### config.mk
export PLATFORM = sky130hd
export DESIGN_NAME = psg_multi
export DESIGN_NICKNAME = d
export VERILOG_FILES = /design/src/rtl/psg_pkg.sv /design/src/rtl/psg_envelope.sv /design/src/rtl/psg_multi.sv
export SDC_FILE = /design/constraint.sdc
export NUM_CORES = 1
export LEC_CHECK = 0
export ABC_CLOCK_PERIOD_IN_PS = 4300
export BUFFER_PORTS_ARGS = -buffer_cell sky130_fd_sc_hd__buf_2
export CELL_PAD_IN_SITES_DETAIL_PLACEMENT = 1
export CELL_PAD_IN_SITES_GLOBAL_PLACEMENT = 1
export CORE_ASPECT_RATIO = 2
export CORE_MARGIN = 10
export CORE_UTILIZATION = 49
export CTS_CLUSTER_SIZE = 20
export DETAILED_ROUTE_END_ITERATION = 7
export PLACE_DENSITY = 0.81
export SLEW_MARGIN = 30
export SYNTH_ARGS = -nofsm -noshare
export SYNTH_HDL_FRONTEND = slang
export SYNTH_SLANG_ARGS = --single-unit
### constraint.sdc
create_clock -name clk -period 4.3 [get_ports clk]
set_input_delay 0.86 -clock clk [delete_from_list [all_inputs] [get_ports clk]]
set_output_delay 0.86 -clock clk [all_outputs]
set_load 0.02 [all_outputs]
### src/rtl/psg_pkg.sv
// psg_pkg: register map, envelope shape bits, volume table and LFSR constants for psg_multi.
// Latency: none (constants and pure functions).
// Backpressure: not applicable.
package psg_pkg;

   // Envelope shape register bit positions
   localparam int SHAPE_HOLD = 0;
   localparam int SHAPE_ALT  = 1;
   localparam int SHAPE_ATT  = 2;
   localparam int SHAPE_CONT = 3;

   // Noise LFSR: 17 bits, shifts right, new bit16 = bit0 ^ bit3
   localparam logic [16:0] LFSR_SEED  = 17'h00001;
   localparam int          LFSR_TAP_A = 0;
   localparam int          LFSR_TAP_B = 3;

   typedef enum logic [1:0] {
      ENV_ATTACK = 2'd0,
      ENV_DECAY  = 2'd1,
      ENV_HOLD   = 2'd2
   } env_state_t;

   // Register offsets; everything above the tone pairs moves with the channel count
   function automatic logic [5:0] reg_tone_lo(input int i);
      return 6'(2 * i);
   endfunction

   function automatic logic [5:0] reg_tone_hi(input int i);
      return 6'(2 * i + 1);
   endfunction

   function automatic logic [5:0] reg_noise(input int nch);
      return 6'(2 * nch);
   endfunction

   function automatic logic [5:0] reg_tdis(input int nch);
      return 6'(2 * nch + 1);
   endfunction

   function automatic logic [5:0] reg_ndis(input int nch);
      return 6'(2 * nch + 2);
   endfunction

   function automatic logic [5:0] reg_vol(input int nch, input int i);
      return 6'(2 * nch + 3 + i);
   endfunction

   function automatic logic [5:0] reg_env_lo(input int nch);
      return 6'(3 * nch + 3);
   endfunction

   function automatic logic [5:0] reg_env_hi(input int nch);
      return 6'(3 * nch + 4);
   endfunction

   function automatic logic [5:0] reg_shape(input int nch);
      return 6'(3 * nch + 5);
   endfunction

   // Logarithmic 4-bit level to 8-bit amplitude
   function automatic logic [7:0] voltab(input logic [3:0] lvl);
      logic [7:0] amp;
      case (lvl)
         4'd0:    amp = 8'd0;
         4'd1:    amp = 8'd2;
         4'd2:    amp = 8'd3;
         4'd3:    amp = 8'd4;
         4'd4:    amp = 8'd6;
         4'd5:    amp = 8'd8;
         4'd6:    amp = 8'd11;
         4'd7:    amp = 8'd16;
         4'd8:    amp = 8'd23;
         4'd9:    amp = 8'd32;
         4'd10:   amp = 8'd45;
         4'd11:   amp = 8'd64;
         4'd12:   amp = 8'd90;
         4'd13:   amp = 8'd128;
         4'd14:   amp = 8'd180;
         default: amp = 8'd255;
      endcase
      return amp;
   endfunction

endpackage

### src/rtl/psg_envelope.sv
// psg_envelope: envelope period counter, 4-bit level and shape state machine.
// Latency: level changes on the tick edge that wraps the counter; a shape write restarts on its own edge.
// Backpressure: none; advances only on tick.
module psg_envelope
   import psg_pkg::*;
#(
   parameter int ENV_W = 16
) (
   input  logic             clk,
   input  logic             rst_n,
   input  logic             tick,
   input  logic [ENV_W-1:0] period,
   input  logic             shape_wr,
   input  logic [3:0]       shape_in,
   output logic [3:0]       shape,
   output logic [3:0]       level
);

   env_state_t       state;
   logic [ENV_W-1:0] cnt;
   logic             wrap;

   // Period 0 behaves as 1, so it wraps on every tick
   always_comb begin
      wrap = (period == '0) ? 1'b1 : (cnt >= period - ENV_W'(1));
   end

   // Counter, level and ramp direction; a shape write takes priority over a step
   always_ff @(posedge clk or negedge rst_n) begin
      if (!rst_n) begin
         state <= ENV_HOLD;
         level <= 4'd0;
         cnt   <= '0;
         shape <= 4'd0;
      end else if (shape_wr) begin
         shape <= shape_in;
         cnt   <= '0;
         if (shape_in[SHAPE_ATT]) begin
            state <= ENV_ATTACK;
            level <= 4'd0;
         end else begin
            state <= ENV_DECAY;
            level <= 4'hF;
         end
      end else if (tick && state != ENV_HOLD) begin
         if (!wrap) begin
            cnt <= cnt + ENV_W'(1);
         end else begin
            cnt <= '0;
            if (state == ENV_ATTACK && level != 4'hF) begin
               level <= level + 4'd1;
            end else if (state == ENV_DECAY && level != 4'h0) begin
               level <= level - 4'd1;
            end else if (!shape[SHAPE_CONT]) begin
               state <= ENV_HOLD;
               level <= 4'd0;
            end else if (shape[SHAPE_HOLD]) begin
               state <= ENV_HOLD;
               level <= (shape[SHAPE_ATT] ^ shape[SHAPE_ALT]) ? 4'hF : 4'h0;
            end else if (shape[SHAPE_ALT]) begin
               // Reverse: the new ramp starts from its own start value
               if (state == ENV_ATTACK) begin
                  state <= ENV_DECAY;
                  level <= 4'hF;
               end else begin
                  state <= ENV_ATTACK;
                  level <= 4'h0;
               end
            end else begin
               level <= (state == ENV_ATTACK) ? 4'h0 : 4'hF;
            end
         end
      end
   end

endmodule

### src/rtl/psg_multi.sv
// psg_multi: parametrised programmable sound generator with synchronous register port and mixed output.
// Latency: register read 1 cycle; ch_out 1 cycle after generator state; mix_out 1 cycle after ch_out.
// Backpressure: none; register accesses always complete, generators advance only on clken ticks.
module psg_multi
   import psg_pkg::*;
#(
   parameter int NCH      = 3,
   parameter int TONE_W   = 12,
   parameter int NOISE_W  = 5,
   parameter int ENV_W    = 16,
   parameter int OUT_W    = 8,
   parameter int PRESCALE = 8
) (
   input  logic                 clk,
   input  logic                 rst_n,
   input  logic                 clken,
   input  logic                 cs,
   input  logic                 we,
   input  logic [5:0]           addr,
   input  logic [7:0]           wdata,
   output logic [7:0]           rdata,
   output logic [NCH*OUT_W-1:0] ch_out,
   output logic [OUT_W+2:0]     mix_out
);

   localparam int PS_W  = $clog2(PRESCALE);
   localparam int MIX_W = OUT_W + 3;

   logic [TONE_W-1:0]    tone_per [NCH];
   logic [NOISE_W-1:0]   noise_per;
   logic [NCH-1:0]       tdis;
   logic [NCH-1:0]       ndis;
   logic [4:0]           vol [NCH];
   logic [ENV_W-1:0]     env_per;
   logic [3:0]           shape;
   logic [3:0]           env_level;

   logic [PS_W-1:0]      presc;
   logic                 tick;
   logic [TONE_W-1:0]    tone_cnt [NCH];
   logic [NCH-1:0]       tone_wrap;
   logic [NCH-1:0]       tone;
   logic [NOISE_W-1:0]   noise_cnt;
   logic                 noise_wrap;
   logic [16:0]          lfsr;

   logic                 wr_en;
   logic                 rd_en;
   logic                 shape_wr;
   logic [7:0]           rd_val;
   logic [3:0]           ch_lvl [NCH];
   logic [NCH-1:0]       gate;
   logic [NCH*OUT_W-1:0] ch_nxt;
   logic [MIX_W-1:0]     mix_nxt;

   // Access decode and generator tick
   always_comb begin
      wr_en    = cs & we;
      rd_en    = cs & ~we;
      shape_wr = wr_en && (addr == reg_shape(NCH));
      tick     = clken && (presc == PS_W'(PRESCALE - 1));
   end

   // Register file writes; bits beyond each field's width are dropped
   always_ff @(posedge clk or negedge rst_n) begin
      if (!rst_n) begin
         for (int i = 0; i < NCH; i++) begin
            tone_per[i] <= '0;
            vol[i]      <= '0;
         end
         noise_per <= '0;
         tdis      <= '1;
         ndis      <= '1;
         env_per   <= '0;
      end else if (wr_en) begin
         for (int i = 0; i < NCH; i++) begin
            if (addr == reg_tone_lo(i)) tone_per[i][7:0]        <= wdata;
            if (addr == reg_tone_hi(i)) tone_per[i][TONE_W-1:8] <= wdata[TONE_W-9:0];
            if (addr == reg_vol(NCH, i)) vol[i]                 <= wdata[4:0];
         end
         if (addr == reg_noise(NCH))  noise_per           <= wdata[NOISE_W-1:0];
         if (addr == reg_tdis(NCH))   tdis                <= wdata[NCH-1:0];
         if (addr == reg_ndis(NCH))   ndis                <= wdata[NCH-1:0];
         if (addr == reg_env_lo(NCH)) env_per[7:0]        <= wdata;
         if (addr == reg_env_hi(NCH)) env_per[ENV_W-1:8]  <= wdata[ENV_W-9:0];
      end
   end

   // Read mux; unmapped addresses and unused bits return 0
   always_comb begin
      rd_val = 8'd0;
      for (int i = 0; i < NCH; i++) begin
         if (addr == reg_tone_lo(i))  rd_val = tone_per[i][7:0];
         if (addr == reg_tone_hi(i))  rd_val = 8'(tone_per[i][TONE_W-1:8]);
         if (addr == reg_vol(NCH, i)) rd_val = {3'd0, vol[i]};
      end
      if (addr == reg_noise(NCH))  rd_val = 8'(noise_per);
      if (addr == reg_tdis(NCH))   rd_val = 8'(tdis);
      if (addr == reg_ndis(NCH))   rd_val = 8'(ndis);
      if (addr == reg_env_lo(NCH)) rd_val = env_per[7:0];
      if (addr == reg_env_hi(NCH)) rd_val = 8'(env_per[ENV_W-1:8]);
      if (addr == reg_shape(NCH))  rd_val = {4'd0, shape};
   end

   // Registered read data, held between reads
   always_ff @(posedge clk or negedge rst_n) begin
      if (!rst_n)     rdata <= 8'd0;
      else if (rd_en) rdata <= rd_val;
   end

   // Prescaler counts clken pulses; power-of-two size wraps naturally
   always_ff @(posedge clk or negedge rst_n) begin
      if (!rst_n)     presc <= '0;
      else if (clken) presc <= presc + PS_W'(1);
   end

   // Wrap when count reaches max(period,1)-1; a lowered period wraps at once
   always_comb begin
      for (int i = 0; i < NCH; i++) begin
         tone_wrap[i] = (tone_per[i] == '0) ? 1'b1 : (tone_cnt[i] >= tone_per[i] - TONE_W'(1));
      end
      noise_wrap = (noise_per == '0) ? 1'b1 : (noise_cnt >= noise_per - NOISE_W'(1));
   end

   // Tone square-wave generators
   always_ff @(posedge clk or negedge rst_n) begin
      if (!rst_n) begin
         for (int i = 0; i < NCH; i++) tone_cnt[i] <= '0;
         tone <= '0;
      end else if (tick) begin
         for (int i = 0; i < NCH; i++) begin
            if (tone_wrap[i]) begin
               tone_cnt[i] <= '0;
               tone[i]     <= ~tone[i];
            end else begin
               tone_cnt[i] <= tone_cnt[i] + TONE_W'(1);
            end
         end
      end
   end

   // Noise period counter and LFSR
   always_ff @(posedge clk or negedge rst_n) begin
      if (!rst_n) begin
         noise_cnt <= '0;
         lfsr      <= LFSR_SEED;
      end else if (tick) begin
         if (noise_wrap) begin
            noise_cnt <= '0;
            lfsr      <= {lfsr[LFSR_TAP_A] ^ lfsr[LFSR_TAP_B], lfsr[16:1]};
         end else begin
            noise_cnt <= noise_cnt + NOISE_W'(1);
         end
      end
   end

   psg_envelope #(
      .ENV_W (ENV_W)
   ) u_env (
      .clk      (clk),
      .rst_n    (rst_n),
      .tick     (tick),
      .period   (env_per),
      .shape_wr (shape_wr),
      .shape_in (wdata[3:0]),
      .shape    (shape),
      .level    (env_level)
   );

   // Per-channel gating, level select and amplitude lookup
   always_comb begin
      ch_nxt = '0;
      for (int i = 0; i < NCH; i++) begin
         gate[i]   = (tone[i] | tdis[i]) & (lfsr[0] | ndis[i]);
         ch_lvl[i] = vol[i][4] ? env_level : vol[i][3:0];
         ch_nxt[i*OUT_W +: OUT_W] = gate[i] ? (OUT_W'(voltab(ch_lvl[i])) << (OUT_W - 8)) : '0;
      end
   end

   // Sum of registered channel outputs; three extra bits cover eight channels
   always_comb begin
      mix_nxt = '0;
      for (int i = 0; i < NCH; i++) begin
         mix_nxt = mix_nxt + MIX_W'(ch_out[i*OUT_W +: OUT_W]);
      end
   end

   // Output registers
   always_ff @(posedge clk or negedge rst_n) begin
      if (!rst_n) begin
         ch_out  <= '0;
         mix_out <= '0;
      end else begin
         ch_out  <= ch_nxt;
         mix_out <= mix_nxt;
      end
   end

endmodule

==> results.toml <==
[clock_network]
clock_sink_count = 210
postCtsHoldBufs = 0
clk_latency_ns = 0.52
cts_htree_levels = 1
cts-root-to-sink-buffers = 3
clock-root-buffer = "sky130_fd_sc_hd__clkbuf_16"
cts_inserted_buffers = 22
cts_tree = "built"
clk_transition_reported_paths_ns = 0.06

[synthesis]
synth_top_area_share_pct = 38.8
yosys.area.top_type = "sky130_fd_sc_hd__dfrtp_1"
synthesis_stage_register_bit_count = 210
top_flip_flop_cell_by_instance_count_after_synthesis = "sky130_fd_sc_hd__dfrtp_1"
post_synth_inst_count = 1314
synth.yosys.seq_area_share_pct = 40.4
synthesis.nets = 1432
synth_cell_type_count = 78
syn_area_per_cell_um2 = 9.91
synthMostInstantiatedCell = "sky130_fd_sc_hd__dfrtp_1"
ys_async_sr_fraction_pct = 100
synth_enable_flop_cells = 0
synth.top_cells.by_area = "sky130_fd_sc_hd__dfrtp_1, sky130_fd_sc_hd__mux2_2, sky130_fd_sc_hd__ha_1"
syn-cell-area_um2 = 13000
netlist_top_cells_count = "sky130_fd_sc_hd__dfrtp_1, sky130_fd_sc_hd__nor2_1, sky130_fd_sc_hd__mux2_2"
yosys_warnings = 0

[power]
combPwrFrac_pct = 25.8
power.static_leakage_nw = 6.85
power_internal_w = 0.00411
ir_drop_mv = 0.267
power.switching_fraction_pct = 32.9
power-per-cell-area_nw_per_um2 = 424
seq_power_share_pct = 40.6
clock_power_share_pct = 33.6
power.total_w = 0.00613
net-switching-power_w = 0.00201

[worst_hold_path]
hold_path_class = "in -> async"

[sta]
maxSlewViolCount = 0
final_min_period_over_clock_period_pct = 91.2
timing.max_slew.rel_slack_pct = 39.5
timing_worst_slew_pin_value_ns = 0.897
worst_clock_skew_ns = 0.0108
report.final.setup_viol = 0
unrepaired_setup_endpoints_after_global_routing = "false"
final.setup.tns_ns = 0
timing.fmax_mhz = 255
finalWorstPathRequiredPeriod_ns = 3.92
timing.final.hold_violations = 0

[layout]
filler_cell_count = 2919
syn2layout_area_growth_pct = 10.9
drive_above_1_share_pct = 17.5
fin_nets = 1477

[drt]
dr.first_iter.drc_count = 496
num_vias = 10400
drc = 0
detail-route-antenna-nets = 0
post_drt_wl_per_cell_um = 22.4
drt-vias-per-instance = 6.07
drt_pre_antenna_iters = 6
final_wl_um = 38500

[grt]
grt_start_max_net_pins = 90
first_pass_grt_wire_length_um = 62700
grt_remaining_overflow = 0
vias_in_the_first_global_route = 11700
number_of_antenna_violations_at_the_first_check_in_global_routing = 2
grt_use_total_pct = 23.0

[critical_path]
critical_path_required_ns = 4.72
ff2ff_path_depth = 13
critPathCaptureType = "register"
crit_path_category = "reg -> reg"
critical_path_peak_fanout = 12
critical_path_arrival_ns = 4.34
worstSetupStartpointType = "register"

[floorplan]
chipWidth_um = 135
start_util_pct = 49.6
die_area_um2 = 33900
std_cell_rows = 84
design.core.area_um2 = 26300
num_io_pins = 62
floorplan.die.height_um = 251

[placement]
dp.final_hpwl_um = 28600
gp_congestion = 0.947
buffers_added_on_ports = 60

[run]
max-cap-violations = 0

[run_status]
outcome = "finished clean"
-- area by class of cell --
class / instances / area, um2 / share of cell area, %
Clock inverter: 11 / 158 / 1.09
Timing Repair Buffer: 74 / 427 / 2.95
Sequential cell: 210 / 5270 / 36.4
Multi-Input combinational cell: 1003 / 7370 / 51.0
Tap cell: 344 / 430 / 2.98
Antenna cell: 1 / 2.50 / 0.0173
Clock buffer: 29 / 618 / 4.28
Inverter: 48 / 180 / 1.25
-- registers in the layout, summed over array words and instances (netlist names) --
name / cells
u_env.shape: 4
tone: 3
noise_per: 5
tone_cnt: 36
lfsr: 17
u_env.state: 2
mix_out: 10
noise_cnt: 5
vol: 15
env_per: 16
rdata: 8
ndis: 3
u_env.cnt: 16
presc: 3
u_env.level: 4
ch_out: 24
tdis: 3
tone_per: 36
-- worst paths after layout --
path,start,endpoint,slack [ns]
min in group clk,presc[0],presc[0],0.49
setup / recovery,env_per[2],u_env.cnt[10],0.38
hold / removal,rst_n,u_env.cnt[10],0.33
hold reg to reg,presc[0],presc[0],0.49
setup reg to reg,env_per[2],u_env.cnt[10],0.38
max in group asynchronous,rst_n,lfsr[9],2.85
-- worst max-delay path, cell delays in order, from the launching register on --
cell and delay [ns]:
sky130_fd_sc_hd__dfrtp_1 0.44, sky130_fd_sc_hd__nor3_1 0.30, sky130_fd_sc_hd__nor3b_2 0.28, sky130_fd_sc_hd__nand2_1 0.13, sky130_fd_sc_hd__or4_1 0.48, sky130_fd_sc_hd__nor4_1 0.30
sky130_fd_sc_hd__xnor2_1 0.17, sky130_fd_sc_hd__ha_1 0.27, sky130_fd_sc_hd__a211oi_1 0.25, sky130_fd_sc_hd__nor2_1 0.11, sky130_fd_sc_hd__a211oi_4 0.35, sky130_fd_sc_hd__o21ai_2 0.12
sky130_fd_sc_hd__or2_2 0.41, sky130_fd_sc_hd__nor2_1 0.22
-- power by group through the flow --
stage | Combinational [W] | Clock [W] | Sequential, W
after floorplan | 0.00117 | 0 | 0.00240
after global placement | 0.00149 | 0 | 0.00250
after detailed placement | 0.00157 | 0 | 0.00252
after CTS | 0.00159 | 0.00210 | 0.00248
after global routing | 0.00180 | 0.00217 | 0.00252
final | 0.00158 | 0.00206 | 0.00249
-- repair_timing --
item                       4_1_cts  5_1_grt
setup endpoints to repair        0       14
resized for setup                0        1
hold endpoints to repair         0        0
setup buffers                    0        0
-- through the flow --
| stage | worst slack [ns] | cell area, um2 | std cells | utilization, % | hold slack, ns |
|---|---|---|---|---|---|
| floorplan | 0.725 | 13000 | 1314 | - | 0.443 |
| finish | 0.377 | 14500 | 1720 | 55.0 | 0.334 |
| global route | 0.0416 | 14400 | 1719 | 55.0 | 0.387 |
| global placement | 0.564 | 13700 | 1679 | 52.0 | 0.461 |
| detailed placement | 0.352 | 13700 | 1679 | 52.0 | 0.471 |
| CTS | 0.239 | 14400 | 1719 | 55.0 | 0.373 |
-- cells in the final DEF (no fill, tap or decap), types with 24 or more instances in the layout --
| cell | count |
|---|---|
| sky130_fd_sc_hd__nand2_1 | 98 |
| sky130_fd_sc_hd__nand3_1 | 37 |
| sky130_fd_sc_hd__a21oi_1 | 54 |
| sky130_fd_sc_hd__mux2i_1 | 24 |
| sky130_fd_sc_hd__inv_1 | 48 |
| sky130_fd_sc_hd__xnor2_1 | 44 |
| sky130_fd_sc_hd__o21ai_0 | 68 |
| sky130_fd_sc_hd__nor3_1 | 39 |
| sky130_fd_sc_hd__ha_1 | 90 |
| sky130_fd_sc_hd__nor2_1 | 125 |
| sky130_fd_sc_hd__mux2_2 | 103 |
| sky130_fd_sc_hd__dfrtp_1 | 202 |
| sky130_fd_sc_hd__buf_2 | 59 |
| sky130_fd_sc_hd__xor2_1 | 42 |
-- cell families after synthesis --
group,count (synthesis),synth area share (%)
compound gates,263,13.5
buf+inv,101,3.09
simple gates,425,16.1
xor+xnor,86,5.78
other cells,1,0.0288
flops,210,40.4
fa+ha+maj,99,10.0
mux,129,11.1
-- layer usage --
| metal | wire (um) | track usage (%) | vias up |
|---|---|---|---|
| met1 | 13200 | 22.8 | 5294 |
| met2 | 21700 | 43.9 | 239 |
| li1 | - | - | 4791 |
| met5 | 25 | 0 | - |
| met4 | 2040 | 12.1 | 4 |
| met3 | 1500 | 3.23 | 116 |
Note: power is estimated with default switching activity, not from simulation.
